$ cat src/rtl/vxu_issue_seq.sv
// rtl/vxu_issue_seq.sv - issue sequencer driving the vector execution unit command port.
// Optional perf counters are enabled with VXU_ISSUE_SEQ_PERF_EN.
module vxu_issue_seq #(
  parameter int CNT_WIDTH   = 4,
  parameter int DATA_WIDTH  = 64,
  parameter int CTRL_WIDTH  = 64,
  parameter int NTT_MAX_STD = 2,
  parameter int INST_GAP    = 2
) (
  input  logic                  clk,
  input  logic                  rst_n,
  input  logic                  i_inst_vld,
  output logic                  o_inst_rdy,
  input  logic [1:0]            i_inst_cfg,
  input  logic [DATA_WIDTH-1:0] i_inst_scalar,
  input  logic [CTRL_WIDTH-1:0] i_inst_ctrl,
  input  logic [CNT_WIDTH:0]    i_inst_len,
  input  logic                  i_inst_is_ntt,
  input  logic [CNT_WIDTH:0]    i_ntt_inst_std_cnt,
  output logic                  o_op_vld,
  output logic [1:0]            o_op_cfg,
  output logic [DATA_WIDTH-1:0] o_scalar_cfg,
  output logic [CTRL_WIDTH-1:0] o_op_ctrl,
  output logic [CNT_WIDTH-1:0]  o_cnt,
  output logic                  o_comp_vld,
  output logic                  o_busy
`ifdef VXU_ISSUE_SEQ_PERF_EN
  ,
  output logic [31:0]           o_perf_busy_cyc,
  output logic [31:0]           o_perf_stall_cyc
`endif
);

  localparam int GAP_W = (INST_GAP > 1) ? $clog2(INST_GAP) : 1;
  localparam logic [GAP_W-1:0] GAP_INIT = (INST_GAP > 0) ? GAP_W'(INST_GAP - 1) : '0;
  localparam logic [CNT_WIDTH+1:0] MAX_STD = (CNT_WIDTH + 2)'(NTT_MAX_STD);

  typedef enum logic [1:0] {S_IDLE, S_WAIT, S_RUN, S_GAP} state_t;

  state_t                  state_q, state_d;
  logic [1:0]              cfg_q, cfg_d;
  logic [DATA_WIDTH-1:0]   scalar_q, scalar_d;
  logic [CTRL_WIDTH-1:0]   ctrl_q, ctrl_d;
  logic [CNT_WIDTH:0]      len_q, len_d;
  logic                    is_ntt_q, is_ntt_d;
  logic                    guard_q, guard_d;
  logic [CNT_WIDTH-1:0]    rem_q, rem_d;
  logic [GAP_W-1:0]        gap_q, gap_d;
  logic                    op_vld_q, op_vld_d;
  logic                    comp_vld_q, comp_vld_d;
  logic [CNT_WIDTH-1:0]    cnt_q, cnt_d;
  logic [1:0]              op_cfg_q, op_cfg_d;
  logic [DATA_WIDTH-1:0]   scalar_out_q, scalar_out_d;
  logic [CTRL_WIDTH-1:0]   ctrl_out_q, ctrl_out_d;

  logic                    from_in;
  logic                    sel_ntt;
  logic [CNT_WIDTH+1:0]    std_sum;
  logic                    blocked;
  logic                    iss;
  logic [1:0]              iss_cfg;
  logic [DATA_WIDTH-1:0]   iss_scalar;
  logic [CTRL_WIDTH-1:0]   iss_ctrl;
  logic [CNT_WIDTH:0]      iss_len;
  logic                    iss_beats;

  // In IDLE the live record is judged; in WAIT the latched one is re-judged.
  assign from_in    = (state_q == S_IDLE);
  assign sel_ntt    = from_in ? i_inst_is_ntt : is_ntt_q;
  assign std_sum    = {1'b0, i_ntt_inst_std_cnt} + {{(CNT_WIDTH + 1){1'b0}}, guard_q};
  assign blocked    = sel_ntt && (std_sum >= MAX_STD);
  assign iss_cfg    = from_in ? i_inst_cfg    : cfg_q;
  assign iss_scalar = from_in ? i_inst_scalar : scalar_q;
  assign iss_ctrl   = from_in ? i_inst_ctrl   : ctrl_q;
  assign iss_len    = from_in ? i_inst_len    : len_q;
  assign iss_beats  = (iss_cfg == 2'b00) && (iss_len != '0);

  always_comb begin
    state_d      = state_q;
    cfg_d        = cfg_q;
    scalar_d     = scalar_q;
    ctrl_d       = ctrl_q;
    len_d        = len_q;
    is_ntt_d     = is_ntt_q;
    guard_d      = op_vld_q && is_ntt_q;
    rem_d        = rem_q;
    gap_d        = gap_q;
    op_vld_d     = 1'b0;
    comp_vld_d   = 1'b0;
    cnt_d        = '0;
    op_cfg_d     = op_cfg_q;
    scalar_out_d = scalar_out_q;
    ctrl_out_d   = ctrl_out_q;
    iss          = 1'b0;

    case (state_q)
      S_IDLE: begin
        if (i_inst_vld) begin
          cfg_d    = i_inst_cfg;
          scalar_d = i_inst_scalar;
          ctrl_d   = i_inst_ctrl;
          len_d    = i_inst_len;
          is_ntt_d = i_inst_is_ntt;
          if (blocked) begin
            state_d = S_WAIT;
          end else begin
            iss = 1'b1;
          end
        end
      end
      S_WAIT: begin
        if (!blocked) begin
          iss = 1'b1;
        end
      end
      S_RUN: begin
        if (rem_q != '0) begin
          rem_d      = rem_q - CNT_WIDTH'(1);
          cnt_d      = cnt_q + CNT_WIDTH'(1);
          comp_vld_d = 1'b1;
        end else if ((op_cfg_q != 2'b00) || (INST_GAP == 0)) begin
          state_d = S_IDLE;
        end else begin
          state_d = S_GAP;
          gap_d   = GAP_INIT;
        end
      end
      S_GAP: begin
        if (gap_q == '0) begin
          state_d = S_IDLE;
        end else begin
          gap_d = gap_q - GAP_W'(1);
        end
      end
      default: state_d = S_IDLE;
    endcase

    // Issue cycle carries beat 0; rem counts the beats still to follow it.
    if (iss) begin
      state_d      = S_RUN;
      op_vld_d     = 1'b1;
      cnt_d        = '0;
      comp_vld_d   = iss_beats;
      rem_d        = iss_beats ? CNT_WIDTH'(iss_len - (CNT_WIDTH + 1)'(1)) : '0;
      op_cfg_d     = iss_cfg;
      scalar_out_d = iss_scalar;
      ctrl_out_d   = iss_ctrl;
    end
  end

  always_ff @(posedge clk or negedge rst_n) begin
    if (!rst_n) begin
      state_q      <= S_IDLE;
      cfg_q        <= '0;
      scalar_q     <= '0;
      ctrl_q       <= '0;
      len_q        <= '0;
      is_ntt_q     <= 1'b0;
      guard_q      <= 1'b0;
      rem_q        <= '0;
      gap_q        <= '0;
      op_vld_q     <= 1'b0;
      comp_vld_q   <= 1'b0;
      cnt_q        <= '0;
      op_cfg_q     <= '0;
      scalar_out_q <= '0;
      ctrl_out_q   <= '0;
    end else begin
      state_q      <= state_d;
      cfg_q        <= cfg_d;
      scalar_q     <= scalar_d;
      ctrl_q       <= ctrl_d;
      len_q        <= len_d;
      is_ntt_q     <= is_ntt_d;
      guard_q      <= guard_d;
      rem_q        <= rem_d;
      gap_q        <= gap_d;
      op_vld_q     <= op_vld_d;
      comp_vld_q   <= comp_vld_d;
      cnt_q        <= cnt_d;
      op_cfg_q     <= op_cfg_d;
      scalar_out_q <= scalar_out_d;
      ctrl_out_q   <= ctrl_out_d;
    end
  end

  assign o_inst_rdy   = (state_q == S_IDLE);
  assign o_busy       = (state_q != S_IDLE);
  assign o_op_vld     = op_vld_q;
  assign o_comp_vld   = comp_vld_q;
  assign o_cnt        = cnt_q;
  assign o_op_cfg     = op_cfg_q;
  assign o_scalar_cfg = scalar_out_q;
  assign o_op_ctrl    = ctrl_out_q;

`ifdef VXU_ISSUE_SEQ_PERF_EN
  logic [31:0] perf_busy_q, perf_busy_d;
  logic [31:0] perf_stall_q, perf_stall_d;

  always_comb begin
    perf_busy_d  = perf_busy_q;
    perf_stall_d = perf_stall_q;
    if ((state_q != S_IDLE) && (perf_busy_q != '1)) begin
      perf_busy_d = perf_busy_q + 32'd1;
    end
    if ((state_q == S_WAIT) && (perf_stall_q != '1)) begin
      perf_stall_d = perf_stall_q + 32'd1;
    end
  end

  always_ff @(posedge clk or negedge rst_n) begin
    if (!rst_n) begin
      perf_busy_q  <= '0;
      perf_stall_q <= '0;
    end else begin
      perf_busy_q  <= perf_busy_d;
      perf_stall_q <= perf_stall_d;
    end
  end

  assign o_perf_busy_cyc  = perf_busy_q;
  assign o_perf_stall_cyc = perf_stall_q;
`endif

endmodule

$ cat config.mk
export PLATFORM = sky130hd
export DESIGN_NAME = vxu_issue_seq
export DESIGN_NICKNAME = d
export VERILOG_FILES = /design/src/rtl/vxu_issue_seq.sv
export SDC_FILE = /design/constraint.sdc
export NUM_CORES = 1
export LEC_CHECK = 0
export CORE_MARGIN = 4
export CORE_UTILIZATION = 45
export CTS_BUF_LIST = sky130_fd_sc_hd__clkbuf_4
export CTS_CLUSTER_SIZE = 30
export DETAILED_ROUTE_END_ITERATION = 7
export HOLD_SLACK_MARGIN = 0.08
export PLACE_DENSITY_LB_ADDON = 0.1
export SLEW_MARGIN = 15
export SYNTH_ARGS = -nofsm -noshare
export SYNTH_HDL_FRONTEND = slang
export SYNTH_SLANG_ARGS = --single-unit
$ cat constraint.sdc
create_clock -name clk -period 4.5 [get_ports clk]
set_clock_uncertainty 0.1 [all_clocks]
set_input_delay 0.675 -clock clk [delete_from_list [all_inputs] [get_ports clk]]
set_output_delay 0.675 -clock clk [all_outputs]
set_load 0.02 [all_outputs]
# Yosys cells after proc, flatten, opt, wreduce, memory -nomap -nowiden

Index checks and enable logic that the tools add are counted.
Widths: inputs -> output; s select.

$add $sub $neg: 5
Order comparisons: 1
Eq/ne operators: 9
Muxes and demuxes: 30
Reductions and logical operators: 17

Operator list:

| operator            | number |
|---|---|
| $mux 64             | 2 |
| $mux 4              | 7 |
| $mux 2              | 7 |
| $mux 1              | 10 |
| $reduce_bool 2->1   | 5 |
| $reduce_bool 4->1   | 2 |
| $sub 4x1->4 const B | 2 |
| $add 5x1->6         | 1 |
| $ge 6x2->1 const B  | 1 |
| $ne 3x3->1 const B  | 2 |
| $pmux 2 s3          | 1 |
| $mux 5              | 1 |
| $reduce_and 5->1    | 1 |
| $reduce_bool 5->1   | 1 |
| $add 4x1->4 const B | 1 |
| $eq 2x2->1 const B  | 2 |
| $logic_not 2->1     | 2 |
| $ne 2x2->1 const B  | 2 |
| $pmux 1 s2          | 2 |
| $reduce_and 2->1    | 2 |
| $logic_and 1x1->1   | 3 |
| $ne 3x1->1 const B  | 1 |
| $ne 3x2->1 const B  | 1 |
| $reduce_and 3->1    | 1 |
| 2 further kinds     | 2 |

Register bits: 280
Input bits: 144
Output and inout bits: 138

# Logic depth before layout (Yosys ltp)

Gate-level depths: netlist of run 1.

Depth after elaboration: 8
Gate-level depth with buffers: 12

# Least setup slack after synthesis of run 1

OpenSTA, ideal clock, no wires.

Path kind: in2reg
Start point: input port i_ntt_inst_std_cnt[0]
End point: register scalar_out_q[45], in the netlist o_scalar_cfg[45]
Arrival: 2454 ps
Setup slack: 1814 ps
Cell stages on the path: 10
Cell sequence: ha_1 > ha_1 > or4_1 > o22a_1 > buf_6 > buf_6 > buf_6 > buf_4 > nand2_1 > o21ai_1

Cells in the longest elaborated chain, start to end: 6

RTL lines:

| what                   | line     | text |
|---|---|---|
| start: declaration     | 19       | `input logic [CNT_WIDTH:0] i_ntt_inst_std_cnt,` |
| $add 5x1->6 (*)        | 70       | `assign std_sum = {1'b0, i_ntt_inst_std_cnt} + {{(CNT_WIDTH + 1){1'b0}}, guard_q};` |
| $ge 6x2->1 (*)         | 71       | `assign blocked = sel_ntt && (std_sum >= MAX_STD);` |
| $logic_and 1x1->1 (*)  | 71       |  |
| $mux 1 (*)             | 104, 112 |  |
| $mux 1                 | 98       | `if (i_inst_vld) begin` |
| $pmux 1 s2 (*)         | 96       | `case (state_q)` |
| end signal: assignment | 182      | `scalar_out_q <= scalar_out_d;` |
| end: declaration       | 53       | `logic [DATA_WIDTH-1:0] scalar_out_q, scalar_out_d;` |

Every way passes the cells marked *; elsewhere a longest branch is shown, timed or not.
A chain may end at the register's enable or synchronous reset.

# Worst setup path after layout of run 1

Start point: register state_q[1]
End point: output port o_inst_rdy

Cells in the longest elaborated chain, start to end: 1

RTL lines:

| what                     | line | text |
|---|---|---|
| start: declaration       | 40   | `state_t state_q, state_d;` |
| start signal: assignment | 169  | `state_q <= state_d;` |
| $logic_not 2->1          | 187  | `assign o_inst_rdy = (state_q == S_IDLE);` |
| end: declaration         | 13   | `output logic o_inst_rdy,` |

No other way between the ends.

==> summary.txt, run 1 <==
Global route
  • Largest net degree at the start of global routing: between 100 and 150
  • Grt total ovfl: 0
  • Initial antenna violation count: 4
  • First-pass GRT wire length: ~44 mm
  • GRT Overall Usage: 0.187
  • Vias in the first global route: a little over 8000

Routing
  • Iter 0 DRT Violations: 396
  • Via count: around 8000
  • Avg Vias per Cell: approximately 5
  • Avg WL per Cell: around 17 um
  • Final WL: between 20 and 30 mm
  • Drc violations: 0
  • Antenna-violating nets left: 0
  • TritonRoute pass-1 iters: 5

Floorplanning
  • Row count: 58
  • Die Ht: between 150 and 200 um
  • IO Count: around 280
  • Die W: between 150 and 200 um
  • Initial Utilization: 0.463
  • Core box area: roughly 0.025 mm2
  • Die area: slightly below 0.03 mm2

Outcome
  • Status: finished, final reports clean

Pwr
  • Power Dens Cells: 759 mW/mm2
  • Peak VDD IR: 391 uV
  • P_leak: 6.83 nW

Timing
  • Period minus WS final: approximately 3400 ps
  • Period utilization: 0.756
  • Max-slew violations: 0
  • TNS Setup: 0 ps
  • Max_slew headroom: 0.393
  • Slew @ Worst Pin: ~900 ps
  • Unrepaired setup endpoints after global routing: false
  • Hold Violations, Final: 0
  • Fmax: just under 300 MHz
  • Final count of negative-setup-slack endpoints: 0

Logic synthesis
  • Post-synth EDFFs: 0
  • Distinct cells, synth: 40
  • Ys async rst share: 1.00
  • Register area share after synthesis: 0.594
  • Yosys top cell area share: 0.594
  • Synth Cell Area: approximately 0.012 mm2
  • Predominant post-synthesis flop cell: dfrtp_1
  • Cell taking the most area after synthesis: dfrtp_1
  • Synthesized Nets: roughly 1100
  • Synth warnings: 0
  • Most instantiated cells after synthesis: dfrtp_1 (280), mux2_2 (136), mux2i_1 (134), nand2_1 (134), o21ai_0 (73)
  • Count leader, synth: dfrtp_1
  • Synth Area per Inst: between 10 and 15 um2
  • Synthesized instance count: around 940
  • Post-synthesis register bit count: 280
  • Synth area leaders: dfrtp_1 (59%), mux2_2 (13%), mux2i_1 (11%)

Layout
  • Final Net Count: 1392
  • Share of cells above drive strength 1: 0.211
  • Fin cells: roughly 1600
  • Area Growth Syn to Fin: 33.7%
  • Final Util: 0.619

Placed design
  • Final HPWL DP: approximately 18 mm
  • IO buf count: 281
  • RePlAce Congestion: about 0.75
  • Placed insts: approximately 1500

Setup path
  • Max incr delay on CP: 720 ps
  • Worst Path Buf+Inv: 2
  • Worst reg2reg path depth: 5
  • WS Path Type: flop to output pin
  • Critical-path cell list: or2_1 -> inv_6 -> clkdlybuf4s50_1
  • Register-to-register setup slack: approximately 1400 ps
  • CP Depth: 3
  • FF-to-FF Start: state_q[1]
  • Worst-path maximum fanout: 47
  • CP arrival: approximately 2600 ps
  • CP delay by family, top: buffers and inverters
  • Crit path launch type: flop
  • CP Capture Type: output pin
  • CP required: between 3000 and 4000 ps
  • Slowest stage cell, crit path: clkdlybuf4s50_1
  • Critical R2R Capture: ctrl_q[60]

Clocking
  • Root Driver: clkbuf_4
  • Htree depth: 3
  • Later-pin clock latency in the skew report: approximately 640 ps
  • # clock sinks: 280
  • Post-CTS Resized: 0
  • Post-CTS setup buffer count: 0
  • CTS tree: yes
  • Reg clk slew, reported paths: roughly 60 ps
  • Cts hold-fix bufs: 1
  • Clock buffers created by TritonCTS: between 70 and 80
  • Deepest clock path buffer count: 3

Min path
  • Min-Delay Endpoint: o_op_ctrl[1]
  • HP Class: flop to flop
  • Hold depth: 2
  • Hold path start: o_op_ctrl[1]

Job
  • Maxcap violations: 0
## sequential cells by signal, indices dropped and copies added, names as in the netlist
name and flops:
ctrl_q 64, is_ntt_q 1, guard_q 1, o_op_vld 1
o_comp_vld 1, len_q 5, rem_q 4, state_q 2
o_scalar_cfg 64, o_cnt 4, gap_q 1, cfg_q 2
o_op_ctrl 64, scalar_q 64, o_op_cfg 2
## cells by family after synthesis
kind of cell / after synthesis / synth area share
XOR/XNOR: 6 / 0.00446
buffers and inverters: 64 / 0.0299
AND/OR/NAND/NOR: 161 / 0.0560
flip-flops: 280 / 0.594
AO/OA/AOI/OAI: 148 / 0.0654
adder cells (fa/ha/maj): 5 / 0.00530
multiplexers: 271 / 0.245
## where the power goes
group	internal (W)	switching (W)
clock	0.00114	0.000986
sequential	0.00377	0.000632
combinational	0.00267	0.00275
## placed cells by master (no fill, tap or decap), types with 3 or more instances in the layout
cell             count
nor3_1               5
mux2i_1            134
a21oi_1              5
dfrtp_1            280
diode_2              3
o21ai_0             73
buf_4                5
clkdlybuf4s50_1    280
nor2_1               7
nand2_1            134
mux2_2             136
clkinv_1             7
inv_2                3
ha_1                 5
clkbuf_4           114
o21ai_1             60
xnor2_1              4
buf_12               5
## layout make-up
type,count,area [um2]
diodes,3,7.51
repair buffers,292,2970
fillers,2120,9710
clock buffers,114,856
multi-input cells,591,4450
flip-flops and latches,280,7010
clock inverters,11,48.8
well taps,330,413
inverters,4,20.0
## metrics by stage
step | worst slack, ps | power, W | hold WS [ps] | cell area (um2)
6_report | 1100 | 0.0120 | 375 | 15800
5_1_grt | 945 | 0.0129 | 409 | 15800
4_1_cts | 994 | 0.0122 | 383 | 15800
3_5_place_dp | 1050 | 0.00995 | 369 | 14800
3_3_place_gp | 1130 | 0.00981 | 360 | 14800
2_1_floorplan | 1810 | 0.00797 | 279 | 11800
## worst max-delay path by stage
stage,slack [ps],startpoint,to
2_1_floorplan,1810,i_ntt_inst_std_cnt[0],o_scalar_cfg[45]
3_3_place_gp,1130,i_ntt_inst_std_cnt[0],o_op_ctrl[26]
3_5_place_dp,1050,i_ntt_inst_std_cnt[0],o_op_ctrl[46]
4_1_cts,990,state_q[1],o_inst_rdy
5_1_grt,950,state_q[1],o_inst_rdy
6_report,1100,state_q[1],o_inst_rdy
## routing by layer
layer  part of all wire  up-vias  GRT usage
met2               0.45      238      0.276
met5            0.00029        -          0
met1               0.44     3819      0.249
li1                   -     3919          -
met3              0.091       58     0.0755
met4              0.026        2     0.0767
## worst min-delay path: stages (launching register included)
cell     delay (ps)
dfrtp_1         340
nand2_1          50
o21ai_0          60
Note: power is estimated with default switching activity, not from simulation.
==> run 2: changes to the inputs <==
Clock period 4.5 ns to 3.12 ns, I/O delays scaled along.
==> run 2 against run 1 <==
Against the previous run:
- register-to-register slack got worse by 1000 ps
- final cell count increased by 2.1%
- clock power increased by 68%
- power increased by 50%
- largest power group unchanged
- critical path type unchanged
- clock-buffer cell count increased by 12
- flip-flop and latch count unchanged
- via count increased by 1.6%
- first-iteration DRC count decreased by 11%
==> summary.txt, run 2 (synthesis results as in run 1) <==
Outcome
  • Status: finished, final reports clean

Clocking
  • Post-CTS setup buffer count: 0 (unchanged)
  • Reg clk slew, reported paths: 60 ps (about the same)
  • Htree depth: 3 (unchanged)
  • Post-CTS Resized: 0 (unchanged)
  • Deepest clock path buffer count: 3 (unchanged)
  • Later-pin clock latency in the skew report: 660 ps (+20 ps)
  • Clock buffers created by TritonCTS: 79 (+6.8%)
  • CTS tree: yes
  • Cts hold-fix bufs: 1 (unchanged)
  • Root Driver: clkbuf_4
  • # clock sinks: 280 (unchanged)

Floorplanning
  • Core box area: 0.0255 mm2 (unchanged)
  • IO Count: 282 (unchanged)
  • Die area: 0.0289 mm2 (unchanged)
  • Row count: 58 (unchanged)
  • Die W: 170 um (unchanged)
  • Initial Utilization: 0.463 (unchanged)
  • Die Ht: 170 um (unchanged)

Setup path
  • WS Path Type: flop to output pin
  • Slowest stage cell, crit path: clkdlybuf4s50_1
  • Critical-path cell list: or2_1 -> inv_6 -> clkdlybuf4s50_1
  • CP delay by family, top: buffers and inverters
  • CP Capture Type: output pin
  • Worst reg2reg path depth: 9 (+4)
  • FF-to-FF Start: state_q[1]
  • Worst-path maximum fanout: 21 (-55%)
  • Critical R2R Capture: rem_q[0]
  • CP required: 2550 ps (-1170 ps)
  • Worst Path Buf+Inv: 2 (unchanged)
  • CP arrival: 2400 ps (-230 ps)
  • Register-to-register setup slack: 400 ps (-1020 ps)
  • Max incr delay on CP: 660 ps (-60 ps)
  • Crit path launch type: flop

Global route
  • GRT Overall Usage: 0.195 (+0.00769)
  • Initial antenna violation count: 4 (unchanged)
  • Grt total ovfl: 0 (unchanged)
  • First-pass GRT wire length: 45.3 mm (+4.1%)
  • Vias in the first global route: 8727 (+5.9%)
  • Largest net degree at the start of global routing: 70 (-36%)

Timing
  • Unrepaired setup endpoints after global routing: false
  • Hold Violations, Final: 0 (unchanged)
  • Fmax: about 340 MHz
  • Period minus WS final: 2970 ps
  • Max-slew violations: 0 (unchanged)
  • TNS Setup: 0 ps (unchanged)
  • Final count of negative-setup-slack endpoints: 0 (unchanged)
  • Slew @ Worst Pin: 1030 ps (+119 ps)
  • Max_slew headroom: 0.313 (-0.0797)
  • Period utilization: 0.953

Layout
  • Fin cells: 1659 (+2.1%)
  • Filler cells: 2076 (-2.1%)
  • Register area: 0.00701 mm2 (unchanged)
  • Final Net Count: 1411 (+1.4%)
  • Share of cells above drive strength 1: 0.227 (+0.0159)
  • Area Growth Syn to Fin: 36.7%
  • Final Util: 0.633 (+0.0142)
  • Fin area: 0.0161 mm2 (+2.3%)
  • Most frequent cells in the layout: dfrtp_1 (280), clkdlybuf4s50_1 (280), mux2_2 (136)
  • Area of the multi-input gates: 0.00445 mm2 (unchanged)

Pwr
  • Power Dens Cells: 1110 mW/mm2 (+47%)
  • P_leak: 7.02 nW (+2.9%)
  • Peak VDD IR: 500 uV (+28%)

Min path
  • HP Class: input port to asynchronous set/reset pin

Routing
  • Final WL: 27.8 mm (+2.3%)
  • TritonRoute pass-1 iters: 4 (-1)
  • Antenna-violating nets left: 0 (unchanged)
  • Iter 0 DRT Violations: 352 (-11%)
  • Avg WL per Cell: 16.8 um (+0.22%)
  • Drc violations: 0 (unchanged)
  • Avg Vias per Cell: 4.92 (-0.46%)
  • Via count: 8166 (+1.6%)

Placed design
  • Post-Place Cell Area: 0.0150 mm2 (+1.1%)
  • RePlAce Congestion: 0.749 (+0.31%)
  • Final HPWL DP: 19.0 mm (+6.1%)
  • IO buf count: 281 (unchanged)
  • Placed insts: 1510 (+0.94%)

Job
  • Maxcap violations: 0 (unchanged)
## run 2: cell count changes in the layout (fill, tap and decap cells not counted), sizes merged
cell      previous run  this run
clkbuf             114       126
bufinv               0         3
diode                3         4
buf                 11        25
clkinvlp             2         1
clkinv               7        12
## run 2: cell type report
type,instances,share of cell area
repair buffers,306,0.194
flip-flops and latches,280,0.435
well taps,330,0.0256
multi-input cells,591,0.276
clock buffers,126,0.0587
diodes,4,0.000621
inverters,4,0.00124
clock inverters,18,0.00931
## run 2: worst max-delay path by stage
stage	startpoint	end	cells past startpoint
3_5_place_dp	i_ntt_inst_std_cnt[0]	o_scalar_cfg[22]	8
4_1_cts	state_q[1]	o_inst_rdy	3
2_1_floorplan	state_q[1]	rem_q[0]	12
6_report	state_q[1]	o_inst_rdy	3
5_1_grt	state_q[1]	o_inst_rdy	3
3_3_place_gp	i_ntt_inst_std_cnt[0]	o_scalar_cfg[12]	8
## run 2: through the flow
stage	setup slack (ps)	hold slack, ps	power (W)
global route	25.3	224	0.0193
global placement	207	342	0.0144
CTS	81.4	210	0.0183
finish	147	238	0.0180
floorplan	473	72.4	0.0115
detailed placement	138	341	0.0146
## run 2: power breakdown
group	internal [W]	switching [W]	total (W)
sequential	0.00544	0.000913	0.00636
clock	0.00207	0.00150	0.00357
combinational	0.00400	0.00402	0.00803
total	0.0115	0.00644	0.0180
## run 2: routing by layer
metal  wire [um]  part of all wire  track usage  vias up
met5           0                 0            0        -
met2       12800              0.46        0.302      230
met4         457             0.016       0.0622        0
li1            -                 -            -     3983
met3        2480             0.089       0.0806       34
met1       12100              0.44        0.252     3919
==> run 3: changes to the inputs <==
Settings changed: ABC_AREA from default to 1, SETUP_SLACK_MARGIN from default to 0.2.
==> run 3 against run 2 <==
Against the previous run:
- register-to-register slack improved by 310 ps
- hold slack got worse by 19 ps
- clock power fell by 11%
- die area fell by 0.11%
- fmax rose by 8.0%
- via count rose by 11%
- global-route usage rose by 1.0 points
- power rose by 3.7%
- critical path type unchanged
==> summary.txt, run 3 <==
Pwr
  • Power Dens Cells: 1170 mW/mm2 (+5.4%)
  • P_leak: 6.95 nW (-1.0%)
  • Peak VDD IR: 634 uV (+27%)

Floorplanning
  • Initial Utilization: 0.462 (-0.000540)
  • Die Ht: 170 um (about the same)
  • Die area: 0.0288 mm2 (-0.11%)
  • Row count: 58 (unchanged)
  • IO Count: 282 (unchanged)
  • Core box area: 0.0255 mm2 (unchanged)
  • Die W: 170 um (about the same)

Logic synthesis
  • Count leader, synth: nand2_1
  • Synthesized Nets: 1289 (+19%)
  • Most instantiated cells after synthesis: nand2_1 (308), dfrtp_1 (280), nor2_1 (148)
  • Cell taking the most area after synthesis: dfrtp_1
  • Synth Cell Area: 0.0118 mm2 (-0.12%)
  • Synthesized instance count: 1140 (+22%)
  • Synth warnings: 0 (unchanged)
  • Yosys top cell area share: 0.595 (+0.000694)
  • Synth area leaders: dfrtp_1 (59%), mux2_2 (12%), nand2_1 (9.8%)
  • Post-synth EDFFs: 0 (unchanged)
  • Synth Area per Inst: 10.3 um2 (-18%)
  • Predominant post-synthesis flop cell: dfrtp_1
  • Ys async rst share: 1.00 (unchanged)
  • Distinct cells, synth: 23 (-43%)
  • Post-synthesis register bit count: 280 (unchanged)
  • Register area share after synthesis: 0.595 (+0.000694)

Routing
  • Avg Vias per Cell: 5.00 (+1.6%)
  • Drc violations: 0 (unchanged)
  • Avg WL per Cell: 16.1 um (-4.1%)
  • Iter 0 DRT Violations: 426 (+21%)
  • Final WL: 29.3 mm (+5.2%)
  • Via count: 9105 (+11%)
  • TritonRoute pass-1 iters: 4 (unchanged)
  • Antenna-violating nets left: 0 (unchanged)

Setup path
  • Crit path launch type: flop
  • Register-to-register setup slack: 710 ps (+310 ps)
  • CP Capture Type: output pin
  • Critical R2R Capture: o_scalar_cfg[35]
  • WS Path Type: flop to output pin
  • Worst-path maximum fanout: 27 (+29%)
  • Worst reg2reg path depth: 5 (-4)
  • CP arrival: 2190 ps (-210 ps)
  • CP required: 2550 ps (about the same)
  • Start point of the critical path: state_q[1]
  • FF-to-FF Start: state_q[1]

Timing
  • Slew @ Worst Pin: 571 ps (-460 ps)
  • Max-slew violations: 0 (unchanged)
  • Final count of negative-setup-slack endpoints: 0 (unchanged)
  • Period minus WS final: 2750 ps (-219 ps)
  • Hold WS: 220 ps (-18.5 ps)
  • Hold Violations, Final: 0 (unchanged)
  • Unrepaired setup endpoints after global routing: false
  • Setup ws final: 367 ps (+219 ps)
  • Max_slew headroom: 0.620 (+0.307)
  • Period utilization: 0.883 (-0.0703)
  • Fmax: 363 MHz (+8.0%)
  • TNS Setup: 0 ps (unchanged)

Global route
  • First-pass GRT wire length: 47.6 mm (+5.0%)
  • Grt total ovfl: 0 (unchanged)
  • Met2 Usage GRT: 0.315 (+0.0131)
  • Largest net degree at the start of global routing: 76 (+8.6%)
  • Vias in the first global route: 9273 (+6.3%)
  • GRT Overall Usage: 0.205 (+0.0102)
  • Global routing usage on met1: 0.272 (+0.0198)
  • Initial antenna violation count: 4 (unchanged)
  • GRT met3 Usage: 0.0685 (-0.0121)
  • Most used routing layer: met2

Placed design
  • Final HPWL DP: 19.3 mm (+1.6%)
  • Placed insts: 1699 (+13%)
  • IO buf count: 281 (unchanged)
  • RePlAce Congestion: 0.776 (+3.7%)
  • Pre-CTS WS: 221 ps (+83.2 ps)

Layout
  • Most common cell after layout, fill and taps aside: nand2_1
  • Area of the multi-input gates: 0.00432 mm2 (-2.8%)
  • Fin cells: 1821 (+9.8%)
  • Share of cells above drive strength 1: 0.181 (-0.0465)
  • Filler cells: 2080 (+0.19%)
  • Register area: 0.00701 mm2 (unchanged)
  • Area Growth Syn to Fin: 34.7%
  • Most frequent cells in the layout: nand2_1 (308), dfrtp_1 (280), clkdlybuf4s50_1 (279)
  • Final Net Count: 1597 (+13%)

Min path
  • HP Class: input port to asynchronous set/reset pin

Job
  • Maxcap violations: 0 (unchanged)

Clocking
  • Post-CTS setup buffer count: 0 (unchanged)
  • Root Driver: clkbuf_4
  • CTS tree: yes
  • Deepest clock path buffer count: 3 (unchanged)
  • # clock sinks: 280 (unchanged)
  • Reg clk slew, reported paths: 60 ps (about the same)
  • Htree depth: 3 (unchanged)
  • Later-pin clock latency in the skew report: 640 ps (-20 ps)
  • Clock buffers created by TritonCTS: 76 (-3.8%)

Outcome
  • Status: finished, final reports clean
## run 3: critical path, cell delays in order, from the launching register on
cell             delay [ps]
dfrtp_1                 540
inv_2                   130
nand2_8                 210
clkdlybuf4s50_1         670
## run 3: layer usage
metal  share of wire  routed length [um]  vias to the layer above
met2            0.46               13600                      275
met1            0.43               12600                     4284
li1                -                   -                     4486
met3           0.079                2310                       56
met4           0.026                 755                        4
met5         0.00075                  22                        -
## run 3: final cells by class
type	instances	area share
clock buffer	104	0.0492
sequential	280	0.442
multi-input combinational	764	0.272
clock inverter	15	0.00859
tap	330	0.0260
timing repair buffer	304	0.197
antenna	2	0.000315
inverter	22	0.00552
## run 3: kinds of logic after synthesis
| kind of cell | count (synthesis) | share of synthesized area |
|---|---|---|
| fa+ha+maj | 5 | 0.00531 |
| xor+xnor | 5 | 0.00372 |
| compound gates | 157 | 0.0806 |
| buf+inv | 96 | 0.0405 |
| flops | 280 | 0.595 |
| mux | 129 | 0.123 |
| simple gates | 468 | 0.152 |
## run 3: where the power goes
group / total (W) / switching [W] / leakage [nW] / internal [W]
Combinational: 0.00890 / 0.00489 / 3.15 / 0.00402
Clock: 0.00318 / 0.00142 / 0.545 / 0.00177
Sequential: 0.00653 / 0.000984 / 3.25 / 0.00555
## run 3: what timing repair did
item	CTS	global route
hold buffers	1	0
hold endpoints to repair	275	0
resized for setup	1	1
gates cloned	0	0
endpoints found under the setup margin	1	1
## run 3: worst max path at each step
stage | end | slack, ps
detailed placement | o_scalar_cfg[50] | 220
floorplan | o_scalar_cfg[54] | 1130
global route | o_busy | 240
global placement | o_scalar_cfg[44] | 300
CTS | o_inst_rdy | 230
finish | o_busy | 370
## run 3: through the flow
| step | area, um2 | power (W) | util |
|---|---|---|---|
| 6_report | 15900 | 0.0186 | 0.623 |
| 5_1_grt | 15900 | 0.0202 | 0.623 |
| 4_1_cts | 15900 | 0.0189 | 0.623 |
| 3_5_place_dp | 14900 | 0.0156 | 0.586 |
| 2_1_floorplan | 11800 | 0.0122 | - |
| 3_3_place_gp | 14900 | 0.0154 | 0.586 |
